File: config.mk
export PLATFORM = sky130hd
export DESIGN_NAME = wb_regfile
export DESIGN_NICKNAME = d
export VERILOG_FILES = /design/src/rtl/wb_regfile.sv
export SDC_FILE = /design/constraint.sdc
export NUM_CORES = 2
export LEC_CHECK = 0
export CAP_MARGIN = 25
export CORE_MARGIN = 10
export CORE_UTILIZATION = 40
export CTS_BUF_LIST = sky130_fd_sc_hd__clkbuf_16
export DETAILED_ROUTE_END_ITERATION = 16
export GPL_TIMING_DRIVEN = 0
export PLACE_DENSITY_LB_ADDON = 0.1
export SYNTH_ARGS = -nofsm -noshare
export SYNTH_HDL_FRONTEND = slang
export SYNTH_SLANG_ARGS = --single-unit
File: constraint.sdc
create_clock -name clk -period 4.6 [get_ports clk]
set_clock_uncertainty 0.15 [all_clocks]
set_input_delay 0.46 -clock clk [delete_from_list [all_inputs] [get_ports clk]]
set_output_delay 0.46 -clock clk [all_outputs]
set_load 0.01 [all_outputs]
File: src/rtl/wb_regfile.sv
// rtl/wb_regfile.sv - write-back stage GPR file and HI/LO pair with same-cycle write-through bypass
module wb_regfile #(
    parameter int DATA_W  = 32,
    parameter int ADDR_W  = 5,
    parameter int REG_NUM = 32
) (
    input  logic              clk,
    input  logic              rst,
    input  logic              we,
    input  logic [ADDR_W-1:0] waddr,
    input  logic [DATA_W-1:0] wdata,
    input  logic              whilo,
    input  logic [DATA_W-1:0] hi_i,
    input  logic [DATA_W-1:0] lo_i,
    input  logic              re1,
    input  logic [ADDR_W-1:0] raddr1,
    output logic [DATA_W-1:0] rdata1,
    input  logic              re2,
    input  logic [ADDR_W-1:0] raddr2,
    output logic [DATA_W-1:0] rdata2,
    output logic [DATA_W-1:0] hi_o,
    output logic [DATA_W-1:0] lo_o
);

    logic [DATA_W-1:0] regs [REG_NUM];
    logic [DATA_W-1:0] hi_q;
    logic [DATA_W-1:0] lo_q;

    // r0 is never written, so a write to it must not feed the bypass either
    logic gpr_wr;
    assign gpr_wr = we && (waddr != '0);

    // GPR storage: reset clears every entry, writes to r0 are dropped
    always_ff @(posedge clk) begin
        if (rst) begin
            for (int i = 0; i < REG_NUM; i++) begin
                regs[i] <= '0;
            end
        end else if (gpr_wr) begin
            regs[waddr] <= wdata;
        end
    end

    // HI/LO storage: the pair is always updated together
    always_ff @(posedge clk) begin
        if (rst) begin
            hi_q <= '0;
            lo_q <= '0;
        end else if (whilo) begin
            hi_q <= hi_i;
            lo_q <= lo_i;
        end
    end

    // read port 1: reset, disable and r0 force zero; a retiring write bypasses storage
    always_comb begin
        rdata1 = '0;
        if (rst || !re1 || (raddr1 == '0)) begin
            rdata1 = '0;
        end else if (gpr_wr && (waddr == raddr1)) begin
            rdata1 = wdata;
        end else begin
            rdata1 = regs[raddr1];
        end
    end

    // read port 2: identical rules, independent of port 1
    always_comb begin
        rdata2 = '0;
        if (rst || !re2 || (raddr2 == '0)) begin
            rdata2 = '0;
        end else if (gpr_wr && (waddr == raddr2)) begin
            rdata2 = wdata;
        end else begin
            rdata2 = regs[raddr2];
        end
    end

    // HI/LO read: a pair being written this cycle is visible immediately
    always_comb begin
        hi_o = '0;
        lo_o = '0;
        if (rst) begin
            hi_o = '0;
            lo_o = '0;
        end else if (whilo) begin
            hi_o = hi_i;
            lo_o = lo_i;
        end else begin
            hi_o = hi_q;
            lo_o = lo_q;
        end
    end

endmodule

[Yosys cells after proc, flatten, opt, wreduce, memory -nomap -nowiden]
Memory sizes are Yosys's and may differ from the RTL's.
Index checks and enable logic that the tools add are counted.
Word-level totals
  memory bits (writable): 1024
  memories kept: 1
  bits of input ports: 117
  word-level logic and storage cells: 34
  output and inout port bits: 128
  bits in registers: 64
Operators by class
  reductions and logical operators: 13
  equality and inequality tests: 2
  mux-type cells: 16
Memories
  regs: depth 32, width 32, rd ports 2, clocked after memory_dff 0, write ports 32, line 25  | logic [DATA_W-1:0] regs [REG_NUM];
Operators by type and width (count)
  32-bit 2-to-1 mux: 9
  32-bit OR reduction: 1
  5-bit equality test: 2
  5-bit zero test: 2
  1-bit 2-to-1 mux: 6
  5-bit 2-to-1 mux: 1
  5-bit nonzero test: 1
  1-bit logical OR: 4
  1-bit logical AND: 3
  1-bit zero test: 2

[Depth between registers and ports, before layout]
  depth in word-level cells: 7
  depth in mapped cells: 8
  gate-level depth less buffers: 5

[Worst setup path before layout]
No wires, ideal clock.
  path type: input to register
  start: input waddr[2]
  end: memory regs[8][0], enable pin
  cell stages on the path: 4
  data required time: 3.984 ns
  setup slack: 0.435 ns
  data arrival time: 3.549 ns
  library setup time: 0.466 ns
  path through: buf_2 -> or3b_2 -> clkbuf_1 -> o21ai_0
RTL lines
  start, declared: line 10  | input logic [ADDR_W-1:0] waddr,
  end, declared: line 25

[Worst setup path after layout]
  start: input raddr2[4]
  end: output rdata2[8]
On the way
  cells in the longest elaborated chain, start to end: 4
Ends and longest elaborated chain
  start, declared: line 19  | input logic [ADDR_W-1:0] raddr2,
  branches (longest 3 deep; another with memory read 32 x 32 bit)
  32-bit 2-to-1 mux (*): line 70  | if (rst || !re2 || (raddr2 == '0)) begin
  end, declared: line 20  | output logic [DATA_W-1:0] rdata2,
Every way passes the cells marked *.

==> results.md <==
- The top achievable clock speed is 212.5 MHz.
- The multi-input combinational cells in the finished layout cover a total of 0.02470 mm^2.
- The synthesized design contains 1024 enable-type register cells.
- The period utilization is 102.3%.
- The highest metal layer used by the detailed router is met5.
- The part of the power in registers is 47.5%.
- In the synthesized netlist, the cells that appear most often are sky130_fd_sc_hd__edfxtp_1, sky130_fd_sc_hd__and2_1, sky130_fd_sc_hd__mux4_2, sky130_fd_sc_hd__clkbuf_1, sky130_fd_sc_hd__mux2i_1.
- The worst setup path is captured at an output pin.
- The least setup slack across all paths after layout is -105.9 ps.
- The CTS tree is yes.
- The worst-case clock buffer depth is 3.
- Summing the areas of all and, or, nand and nor instances in the mapped netlist gives 12.77% of the synthesized area.
- After clock tree synthesis, the clock-pin slew on the worst setup and hold paths is 60 ps.
- Dividing the detail-routed wire length by the instance count gives 32.57 um.
- The critical register-to-register path startpoint is lo_q[0].
- Setup repair after global routing could not meet its margin everywhere.
- For this design, the sink count on the clock tree is 1088.
- The synthesized-area fraction occupied by xor and xnor cells is 0.1528%.
- At the end of routability-driven placement, the weighted congestion stood at 0.9224.
- The area inside the core boundary is 0.1419 mm^2.
- The root buffer cell chosen for the clock tree is sky130_fd_sc_hd__clkbuf_16.
- The initial utilization of the core area, before any placement, comes to 40.38%.
- The depth of the most critical reg-to-reg path is 2.
- Along the worst path, the maximum fanout reaches 10.
- Wire segments on met2 add up to 95.26 mm in the final route.
- Setup slack on the worst reg-to-reg path comes out at 3800 ps.
- Internal power comes to 18090 uW.
- The net count of the finished layout is 4605.
- Of the post-synthesis cell area, the part taken by muxes is 20.68%.
- The adder and majority cell fraction of the synthesized area is 0%.
- The total of endpoints with negative setup slack in the final report is 21.
- Global routing finished with a remaining overflow of 0.
- Final hold analysis gives a worst-case slack of 189.5 ps.
- The routed design could run at a clock period as short as 4706 ps.
- The largest voltage drop on the vdd net is 341.1 uV.
- In this run, synthesis produced a sequential element count of 1088.
- The async set-or-reset flop fraction in the synthesized netlist is 0%.
- Dividing the synthesized area by the synthesized cell count gives 14.17 um^2.
- The met1 routed wirelength after detailed routing is 90.35 mm.
- The share of the Yosys chip area taken by registers is 55.88%.
- The first routing iteration left 4599 violations.
- The most used flip-flop cell after synthesis is sky130_fd_sc_hd__edfxtp_1.
- The number of cells produced by synthesis is 4045.
- The placed wire-length estimate after detailed placement is 162.2 mm.
- The number of antenna violations at the first check in global routing was 11.
- The chip width is 398.5 um.
- From synthesis to final layout, the design area changed by 18.98%.
- For this design, the CTS-stage hold fixing added 0 buffers.
- The area of placed instances is 0.06353 mm^2.
- The first global-routing pass estimated 295.5 mm of wire.
- The via count of the first global-routing pass is 38.27k.
- The post-route DRC violation count is 0.
- After filler insertion, the fill cell instance count of the layout stands at 12.51k.
- The maximum number of pins on one net before global-route repair is 22.
- The final reports fail on negative setup slack.
- The largest area contributor in the netlist is sky130_fd_sc_hd__edfxtp_1.
- By startpoint and endpoint, the worst setup path is classified as input pin to output pin.
- The number of violations of the max-capacitance limit is 0.
- In this run the cell area of the synthesized design comes to 0.05732 mm^2.
- For the pin with the worst max-slew slack, the measured transition is 1211 ps.
- Clock latency on the worst-skew pair, taken at its later pin, is 730 ps.
- The initialized floorplan defines 138 standard-cell rows.
- The library cell with the highest instance count after synthesis is sky130_fd_sc_hd__edfxtp_1.
- The flow ran to the end, but the final reports show violations.
- Data arrives at the worst endpoint at 4100 ps.
- The worst setup timing slack at the placement stage is -900.7 ps.
- The total die area is 0.1588 mm^2.
- The dominant combinational cell family by area after synthesis is multiplexers.
- The relative contribution of combinational cells to total power is 13.7%.
- Summed over all cells, the static leakage comes to 0.02423 uW.
- Global routing used 26.06% of the available tracks.
- The max-slew violation total from the final report is 0.
- Cells with a size suffix above 1 make up 19.58% of the layout.
- The type of the most critical hold path is input pin to register.
- The startpoint of the worst hold path is whilo.
- The number of hold-slack violations in the final timing report came to 0.
- In the routed layout, each cell is associated on average with a via count of 5.977.
- The combined flip-flop and latch cell area is 0.03203 mm^2.
- The die is 398.5 um tall.
- Dividing total power by cell area gives a power density of 359.2 mW/mm^2.
- Wire segments on met3 add up to 19.83 mm in the final route.
- For this design the top-level I/O count stands at 245.
- The utilization after layout is 48.05%.
- The startpoint kind of the worst setup timing path is an input pin.
- For this run, the number of Yosys warnings is 0.
- Measured against its own limit, the worst slew margin works out to 19.26%.
- The end of the worst hold path is lo_q[31].
- At the worst endpoint, the required time is 3990 ps.
- The count of nets left with antenna violations once routing finished came out at 0.
- The total iterations of the first detailed-routing run is 5.
- The design draws 24490 uW.
- The switching fraction of total power is 26.13%.
- The synthesized netlist devotes 7.431% of its cell area to compound gates.
- The worst reg2reg path endpoint is lo_q[0].
- Summed over its instances, the top area cell type makes up 53.65% of the synthesized netlist area.
- The switching component of the power is 6401 uW.
- Counting distinct cell types in the post-synthesis netlist gives 36.
- The worst hold path was traced through 3 stages.
- The number of clock buffers added by TritonCTS is 121.
- By area the synthesized netlist is led by sky130_fd_sc_hd__edfxtp_1, sky130_fd_sc_hd__mux4_2, sky130_fd_sc_hd__and2_1.
- The total via count in the routed design is 38.78k.
- The total length of routed wires is 211.3 mm.
- The finished cells cover 0.06819 mm^2.
- The relative contribution of the clock network to total power is 38.9%.
- The quantity of I/O buffers inserted on ports is 234.
- The clock tree synthesis step divided the H-tree into 3 levels.
[cell families (layout without fill, tap and decap cells)]
kind of cell    count (synthesis)  count (layout)
mux                           704             704
other cells                     1              42
compound gates                548             548
buf+inv                       438             949
simple gates                 1256            1256
xor+xnor                       10              10
flops                        1088            1088
[registers in the layout, indices dropped and copies added, names as in the netlist]
signal and cells:
regs 1024, lo_q 32, hi_q 32
[power groups by stage]
stage,sequential [uW],clock (uW),combinational [uW]
global route,11700,9980,3470
finish,11600,9530,3340
global placement,11900,0,3050
detailed placement,11800,0,3200
floorplan,11800,0,1770
CTS,11600,9600,3260
[worst max-delay path by stage]
stage / startpoint / cells after the start / to
after detailed placement: raddr1[2] / 9 / rdata1[13]
after CTS: raddr1[2] / 9 / rdata1[2]
final: raddr2[4] / 9 / rdata2[8]
after global placement: rst / 5 / regs[3][15]
after floorplan: waddr[2] / 4 / regs[8][0]
after global routing: raddr1[2] / 9 / rdata1[17]
[routing by layer]
metal  global-route usage, %  vias up
met1                   37.18    20190
met2                   40.01     1862
met3                   5.527      277
met4                   7.528        4
met5                       0        -
li1                        -    16440
[cells in the final DEF, fill, tap and decap left out, drive strengths merged, types with 38 or more instances in the layout]
cell type | netlist | routed
inv | 4 | 49
a22oi | 192 | 192
clkbuf | 340 | 457
dfxtp | 64 | 64
edfxtp | 1024 | 1024
nor2 | 134 | 134
buf | 94 | 154
mux4 | 384 | 384
nand3 | 38 | 38
and2 | 994 | 994
nand2 | 68 | 68
a21oi | 64 | 64
clkinv | 0 | 41
a221oi | 128 | 128
clkdlybuf4s50 | 0 | 234
mux2i | 320 | 320
[area by class of cell]
| cell class | instances | area share [%] |
|---|---|---|
| flip-flops and latches | 1088 | 46.97 |
| well taps | 1890 | 3.468 |
| clock inverters | 98 | 1.004 |
| diodes | 10 | 0.03670 |
| plain buffers | 432 | 2.699 |
| multi-input cells | 2550 | 36.22 |
| inverters | 4 | 0.02202 |
| clock buffers | 124 | 4.550 |
| repair buffers | 291 | 5.027 |
[what timing repair did]
item                                    in CTS  in global routing
buffers inserted                             3                  2
resized for setup                          110                 94
endpoints found under the setup margin      64                 54
pin swaps                                    1                  1
[critical path: stages]
cell and delay, ps:
sky130_fd_sc_hd__clkdlybuf4s50_1 660, sky130_fd_sc_hd__clkbuf_2 400, sky130_fd_sc_hd__inv_1 230, sky130_fd_sc_hd__buf_1 430, sky130_fd_sc_hd__a221oi_2 510, sky130_fd_sc_hd__a22oi_1 120
sky130_fd_sc_hd__o21a_1 190, sky130_fd_sc_hd__o211ai_2 420, sky130_fd_sc_hd__clkdlybuf4s50_1 650
[metrics by stage]
step,setup TNS (ps),std cells
2_1_floorplan,0,4076
3_3_place_gp,-3066140,6200
5_1_grt,-402.6,6478
4_1_cts,0,6474
6_report,-643.1,6487
3_5_place_dp,-44540,6250
No activity file was read; power rests on OpenSTA's default activity.
